[config.mk]
export PLATFORM = sky130hd
export DESIGN_NAME = led_chain_serializer
export DESIGN_NICKNAME = d
export VERILOG_FILES = /design/src/rtl/led_chain_serializer.sv
export SDC_FILE = /design/constraint.sdc
export NUM_CORES = 1
export LEC_CHECK = 0
export ABC_AREA = 1
export BUFFER_PORTS_ARGS = -buffer_cell sky130_fd_sc_hd__buf_4
export CORE_ASPECT_RATIO = 1.5
export CORE_MARGIN = 5
export CORE_UTILIZATION = 56
export DETAILED_ROUTE_END_ITERATION = 12
export PLACE_DENSITY = 0.8
export SETUP_SLACK_MARGIN = 0.4
export SLEW_MARGIN = 20
export SYNTH_ARGS = -nofsm -noshare
export SYNTH_HDL_FRONTEND = slang
export SYNTH_SLANG_ARGS = --single-unit
[constraint.sdc]
create_clock -name clk -period 8.8 [get_ports clk]
set_input_delay 0.44 -clock clk [delete_from_list [all_inputs] [get_ports clk]]
set_output_delay 0.44 -clock clk [all_outputs]
set_load 0.02 [all_outputs]
[src/rtl/led_chain_serializer.sv]
// Single-wire LED chain driver: snapshots N_LEDS pixel words, then serialises them
// with on-chip high/low bit timing followed by a forced-low latch gap.
module led_chain_serializer #(
    parameter int N_LEDS       = 8,
    parameter int BITS_PER_LED = 24,
    parameter int MSB_FIRST    = 1,
    parameter int T0H          = 14,
    parameter int T1H          = 28,
    parameter int TBIT         = 50,
    parameter int TRESET       = 2000
) (
    input  logic                             clk,
    input  logic                             rst,
    input  logic                             start,
    input  logic [N_LEDS*BITS_PER_LED-1:0]   frames,
    output logic                             ready,
    output logic                             busy,
    output logic                             dout,
    output logic                             led_done,
    output logic                             new_frames_set_rqst,
    output logic [((N_LEDS > 1) ? $clog2(N_LEDS) : 1)-1:0]             led_idx_dbg,
    output logic [((BITS_PER_LED > 1) ? $clog2(BITS_PER_LED) : 1)-1:0] bit_idx_dbg
);
    localparam int LW = (N_LEDS > 1) ? $clog2(N_LEDS) : 1;
    localparam int BW = (BITS_PER_LED > 1) ? $clog2(BITS_PER_LED) : 1;
    localparam int CW = $clog2(TBIT + 1);
    localparam int GW = $clog2(TRESET + 1);
    localparam logic [BW-1:0] FIRST_BIT = (MSB_FIRST != 0) ? BW'(BITS_PER_LED - 1) : '0;
    localparam logic [BW-1:0] LAST_BIT  = (MSB_FIRST != 0) ? '0 : BW'(BITS_PER_LED - 1);

    if (N_LEDS < 1 || BITS_PER_LED < 1 || T0H < 1 || T1H <= T0H || TBIT <= T1H || TRESET < 1)
    begin : g_bad_params
        $error("led_chain_serializer: illegal parameter combination");
    end

    typedef enum logic [1:0] {
        ST_IDLE = 2'd0,
        ST_SEND = 2'd1,
        ST_GAP  = 2'd2
    } state_t;

    state_t                            r_state;
    logic [N_LEDS*BITS_PER_LED-1:0]    r_shadow;
    logic [CW-1:0]                     r_cyc;
    logic [BW-1:0]                     r_bit;
    logic [LW-1:0]                     r_led;
    logic [GW-1:0]                     r_gap;
    logic                              r_dout;
    logic                              r_ready;
    logic                              r_busy;
    logic                              r_led_done;
    logic                              r_rqst;

    logic                              w_slot_end;
    logic                              w_word_end;
    logic                              w_set_end;
    logic [CW-1:0]                     w_nxt_cyc;
    logic [BW-1:0]                     w_nxt_bit;
    logic [LW-1:0]                     w_nxt_led;
    logic [N_LEDS*BITS_PER_LED-1:0]    w_shadow_shift;
    logic                              w_nxt_high;
    logic                              w_nxt_done;

    // Position of the cycle that follows the current one, so dout/led_done stay registered.
    always_comb begin
        w_slot_end = (r_cyc == CW'(TBIT - 1));
        w_word_end = w_slot_end && (r_bit == LAST_BIT);
        w_set_end  = w_word_end && (r_led == LW'(N_LEDS - 1));
        w_nxt_cyc  = w_slot_end ? '0 : r_cyc + 1'b1;
        w_nxt_bit  = r_bit;
        if (w_slot_end) begin
            if (w_word_end)
                w_nxt_bit = FIRST_BIT;
            else if (MSB_FIRST != 0)
                w_nxt_bit = r_bit - 1'b1;
            else
                w_nxt_bit = r_bit + 1'b1;
        end
        w_nxt_led = r_led;
        if (w_word_end && !w_set_end)
            w_nxt_led = r_led + 1'b1;
        w_shadow_shift = r_shadow >> (int'(w_nxt_led) * BITS_PER_LED + int'(w_nxt_bit));
        w_nxt_high = w_nxt_cyc < (w_shadow_shift[0] ? CW'(T1H) : CW'(T0H));
        w_nxt_done = (w_nxt_cyc == CW'(TBIT - 1)) && (w_nxt_bit == LAST_BIT);
    end

    always_ff @(posedge clk or posedge rst) begin
        if (rst) begin
            r_state    <= ST_IDLE;
            r_shadow   <= '0;
            r_cyc      <= '0;
            r_bit      <= '0;
            r_led      <= '0;
            r_gap      <= '0;
            r_dout     <= 1'b0;
            r_ready    <= 1'b1;
            r_busy     <= 1'b0;
            r_led_done <= 1'b0;
            r_rqst     <= 1'b0;
        end else begin
            r_led_done <= 1'b0;
            r_rqst     <= 1'b0;
            case (r_state)
                ST_IDLE: begin
                    if (start) begin
                        r_state  <= ST_SEND;
                        r_shadow <= frames;
                        r_cyc    <= '0;
                        r_bit    <= FIRST_BIT;
                        r_led    <= '0;
                        // Slot cycle 0 is high for either bit value since T0H >= 1.
                        r_dout   <= 1'b1;
                        r_ready  <= 1'b0;
                        r_busy   <= 1'b1;
                    end
                end
                ST_SEND: begin
                    if (w_set_end) begin
                        r_state <= ST_GAP;
                        r_cyc   <= '0;
                        r_bit   <= '0;
                        r_led   <= '0;
                        r_gap   <= '0;
                        r_dout  <= 1'b0;
                    end else begin
                        r_cyc      <= w_nxt_cyc;
                        r_bit      <= w_nxt_bit;
                        r_led      <= w_nxt_led;
                        r_dout     <= w_nxt_high;
                        r_led_done <= w_nxt_done;
                    end
                end
                ST_GAP: begin
                    if (r_gap == GW'(TRESET - 1)) begin
                        r_state <= ST_IDLE;
                        r_gap   <= '0;
                        r_ready <= 1'b1;
                        r_busy  <= 1'b0;
                        r_rqst  <= 1'b1;
                    end else begin
                        r_gap <= r_gap + 1'b1;
                    end
                end
                default: begin
                    r_state <= ST_IDLE;
                    r_ready <= 1'b1;
                    r_busy  <= 1'b0;
                    r_dout  <= 1'b0;
                end
            endcase
        end
    end

    assign ready               = r_ready;
    assign busy                = r_busy;
    assign dout                = r_dout;
    assign led_done            = r_led_done;
    assign new_frames_set_rqst = r_rqst;
    assign led_idx_dbg         = r_led;
    assign bit_idx_dbg         = r_bit;
endmodule
==> reports/summary.md <==
### Status
- **status** complete, no violations

### Logic synthesis
- **EDFF count, synth** 0
- **count of unique library cells instantiated by Yosys** 40
- **post-synthesis cell count** 1483
- **dominant register cell in the synthesized netlist** sky130_fd_sc_hd__dfrtp_1
- **share of the synthesized area in compound gates (AO/OA/AOI/OAI)** 7.93%
- **area share of fa/ha/maj cells after synthesis** 1.80%
- **main combinational cell family by area after synthesis** simple AND/OR/NAND/NOR gates
- **largest cells by area after synthesis** sky130_fd_sc_hd__dfrtp_1 50%, sky130_fd_sc_hd__nand2_1 19%, sky130_fd_sc_hd__nand3_1 9.2%
- **Mean Syn Cell Area** 7.58 µm²
- **synthesized flop and latch total** 224
- **share of the synthesized netlist area taken by xor and xnor gates** 0.934%
- **Synth area leader** sky130_fd_sc_hd__dfrtp_1
- **async set-reset flop share out of synthesis** 100%
- **number of warnings printed during yosys synthesis** 0
- **multiplexer area fraction after synthesis** 0%
- **fraction of post-synthesis cell area in the top cell type by area** 49.6%
- **area of the mapped netlist** 0.0112 mm²
- **share of synthesized cell area in and, or, nand and nor gates** 30.4%
- **share of synthesized area occupied by flip-flops and latches** 49.8%
- **number of nets in the synthesized netlist** 1693

### Finish
- **count of nets after finishing** 1851
- **proportion of layout cells with a drive suffix above 1** 16.1%
- **Finished Cell Area** 0.0135 mm²
- **Diodes inserted** 0
- **number of standard cells in the final layout excluding fillers** 1914
- **most frequent cells in the layout** 559 x sky130_fd_sc_hd__nand2_1, 223 x sky130_fd_sc_hd__dfrtp_1, 215 x sky130_fd_sc_hd__buf_4
- **area added between synthesis and finish** 20.0%
- **most common cell after layout, fill and taps aside** sky130_fd_sc_hd__nand2_1
- **post-layout utilization of the core** 68.2%

### Clock network
- **buffer type at the clock tree root** sky130_fd_sc_hd__clkbuf_16
- **cells resized by post-CTS repair** 0
- **clock tree buffer depth** 3
- **Clock transition at path regs** 70 ps
- **number of buffers created by CTS** 22
- **clock insertion delay at the later pin of the skew report** 510 ps
- **Setup Buffers After CTS** 0
- **clock sink count** 224
- **# hold bufs at CTS** 0
- **H-tree levels** 1
- **CTS tree** built

### Drt
- **Wirelength per Cell** 15.9 µm
- **vias per cell** 5.37
- **Remaining DRCs** 0
- **total wire length** 30.4 mm
- **vias** 10271
- **first-pass iteration count of the detailed router** 5
- **number of nets with antenna violations after detailed routing** 0
- **Iteration-0 DRC Markers** 932

### Floorplanning
- **IO Pins** 208
- **DIE AREA** 0.0231 mm²
- **number of placement rows** 63
- **Starting Density** 56.9%
- **Die Wd** 126 µm
- **height of the die** 184 µm
- **Core Region** 0.0198 mm²

### Worst setup path
- **Worst path slowest cell** sky130_fd_sc_hd__fa_1
- **Critical Path, Cell by Cell** inv_1, ha_1, inv_1, nor2_1, nand2_1, nor2_2, nand2_2, o21ai_0, ha_1, fa_1, inv_1, nand3_1, nand3_1, nand2_1, nand2_1, nand3_1, nand3_2, ha_1, nand2_1, nor2_1, nand2_1, nand2_1, nand2_1
- **Critical Path Fanout Max** 7
- **Setup crit end kind** flop
- **worst reg2reg setup slack** 4350 ps
- **RR Startpoint** bit_idx_dbg[0]$_DFFE_PP0P_
- **Buffers & Inverters on Critical Path** 3
- **Crit path depth** 23
- **R2R depth** 23
- **worst setup path endpoint** dout$_DFFE_PP0P_
- **launching element type of the critical path** flop
- **Largest stage delay, worst path** 830 ps
- **Critical Path Most Common Cell** sky130_fd_sc_hd__nand2_1
- **endpoint required time on the critical path** 9190 ps
- **cell family with most CP delay** adder cells
- **critical setup path kind** reg -> reg
- **arrival time reported for the critical path endpoint** 4840 ps
- **Worst setup startpoint** bit_idx_dbg[0]$_DFFE_PP0P_
- **endpoint of the lowest-slack register-to-register path** dout$_DFFE_PP0P_

### Timing
- **relative max-transition margin** 33.7%
- **upper clock frequency limit** 224 MHz
- **post-layout min period** 4450 ps
- **worst setup slack after layout** 4350 ps
- **RSZ-0062 raised after global routing** no
- **pins over their slew limit** 0
- **final setup TNS** 0 ps
- **hold violation count in the final report** 0
- **Worst Hold Slack** 43.0 ps
- **final clock skew** 14.3 ps
- **Final Setup Violations** 0
- **Worst Max-Slew Pin Slew** 994 ps
- **final cycle utilization of the critical path** 50.6%

### Pwr
- **leakage dissipation** 6.99 nW
- **power per cell area** 150 mW/mm²
- **total power consumption of the routed design** 2.02 mW
- **Peak VDD IR** 0.124 mV

### Global route
- **global route total overflow** 0
- **number of antenna violations at the first check in global routing** 0
- **largest net degree at the start of global routing** 199
- **first-pass GRT wire length** 49.5 mm
- **via count of the first global-routing pass** 10300
- **Global Route Usage Sum** 25.9%

### Placement
- **GPL Wtd Cong** 0.910
- **DP HPWL** 20.5 mm
- **DP Cell Count** 1877
- **cell area after placement** 0.0128 mm²
- **Port Buffer Count** 207
- **worst slack after detailed placement** 4310 ps

### Worst hold path
- **type of the most critical hold path** in -> async

### Run
- **max cap viols** 0

==> power by group <==
part | leakage (nW) | switching (mW) | internal [mW] | total [mW]
sequential | 2.48 | 0.000166 | 1.03 | 1.03
combinational | 4.17 | 0.0339 | 0.0545 | 0.0883
clock | 0.335 | 0.381 | 0.518 | 0.900
==> final cells by class <==
type	count	area, µm²
clock buffers	35	671
clock inverters	2	10.0
fillers	1700	6290
inverters	168	646
multi-input cells	1010	4630
flip-flops and latches	224	5610
well taps	260	325
repair buffers	215	1610
==> cells by family (layout without fill, tap and decap cells) <==
logic type	Yosys count	after routing
AOI/OAI and AO/OA	169	169
xor gates and xnor gates	9	9
adders and majority gates	15	15
buffers and inverters	249	420
DFF	224	224
and+or+nand+nor	817	817
==> registers in the layout, indices dropped and copies added (netlist names) <==
register,flops
r_shadow,192
dout,1
r_gap,11
bit_idx_dbg,5
r_cyc,6
new_frames_set_rqst,1
r_state,2
led_done,1
ready,1
busy,1
led_idx_dbg,3
==> synth_stat cells, types with 3 or more instances <==
cell type	n
sky130_fd_sc_hd__a21oi_1	4
sky130_fd_sc_hd__buf_1	4
sky130_fd_sc_hd__buf_2	18
sky130_fd_sc_hd__buf_4	12
sky130_fd_sc_hd__buf_6	3
sky130_fd_sc_hd__clkbuf_1	44
sky130_fd_sc_hd__dfrtp_1	223
sky130_fd_sc_hd__ha_1	13
sky130_fd_sc_hd__inv_1	164
sky130_fd_sc_hd__inv_2	3
sky130_fd_sc_hd__nand2_1	560
sky130_fd_sc_hd__nand2_2	4
sky130_fd_sc_hd__nand3_1	206
sky130_fd_sc_hd__nand4_1	3
sky130_fd_sc_hd__nor2_1	21
sky130_fd_sc_hd__nor3_1	12
sky130_fd_sc_hd__o211ai_1	6
sky130_fd_sc_hd__o21ai_0	147
sky130_fd_sc_hd__o22ai_1	3
sky130_fd_sc_hd__xnor2_1	4
sky130_fd_sc_hd__xor2_1	3
==> routing by layer <==
layer	GRT usage (%)	vias to the layer above	part of all wire [%]
met3	3.72	80	6.0
li1	-	4991	-
met4	9.85	0	3.5
met2	44.9	375	50
met5	0	-	0
met1	33.0	4825	40
==> worst min path at each step <==
stage	from	endpoint	slack [ps]	depth (start not counted)
final	rst	r_shadow[137]$_DFFE_PP0P_	40	2
after global routing	frames[190]	r_shadow[190]$_DFFE_PP0P_	120	3
after CTS	frames[152]	r_shadow[152]$_DFFE_PP0P_	110	3
after detailed placement	r_shadow[169]$_DFFE_PP0P_	r_shadow[169]$_DFFE_PP0P_	470	2
after global placement	r_shadow[116]$_DFFE_PP0P_	r_shadow[116]$_DFFE_PP0P_	460	2
after floorplan	r_shadow[101]$_DFFE_PP0P_	r_shadow[101]$_DFFE_PP0P_	450	2
==> worst reg2reg max path: stages (launching register included) <==
cell and delay [ps]:
sky130_fd_sc_hd__dfrtp_1 430, sky130_fd_sc_hd__inv_1 130, sky130_fd_sc_hd__ha_1 160, sky130_fd_sc_hd__inv_1 80, sky130_fd_sc_hd__nor2_1 100, sky130_fd_sc_hd__nand2_1 120
sky130_fd_sc_hd__nor2_2 180, sky130_fd_sc_hd__nand2_2 110, sky130_fd_sc_hd__o21ai_0 350, sky130_fd_sc_hd__ha_1 350, sky130_fd_sc_hd__fa_1 830, sky130_fd_sc_hd__inv_1 310
sky130_fd_sc_hd__nand3_1 160, sky130_fd_sc_hd__nand3_1 100, sky130_fd_sc_hd__nand2_1 150, sky130_fd_sc_hd__nand2_1 70, sky130_fd_sc_hd__nand3_1 80, sky130_fd_sc_hd__nand3_2 80
sky130_fd_sc_hd__ha_1 280, sky130_fd_sc_hd__nand2_1 50, sky130_fd_sc_hd__nor2_1 80, sky130_fd_sc_hd__nand2_1 60, sky130_fd_sc_hd__nand2_1 50, sky130_fd_sc_hd__nand2_1 40
No activity file was read; power rests on OpenSTA's default activity.
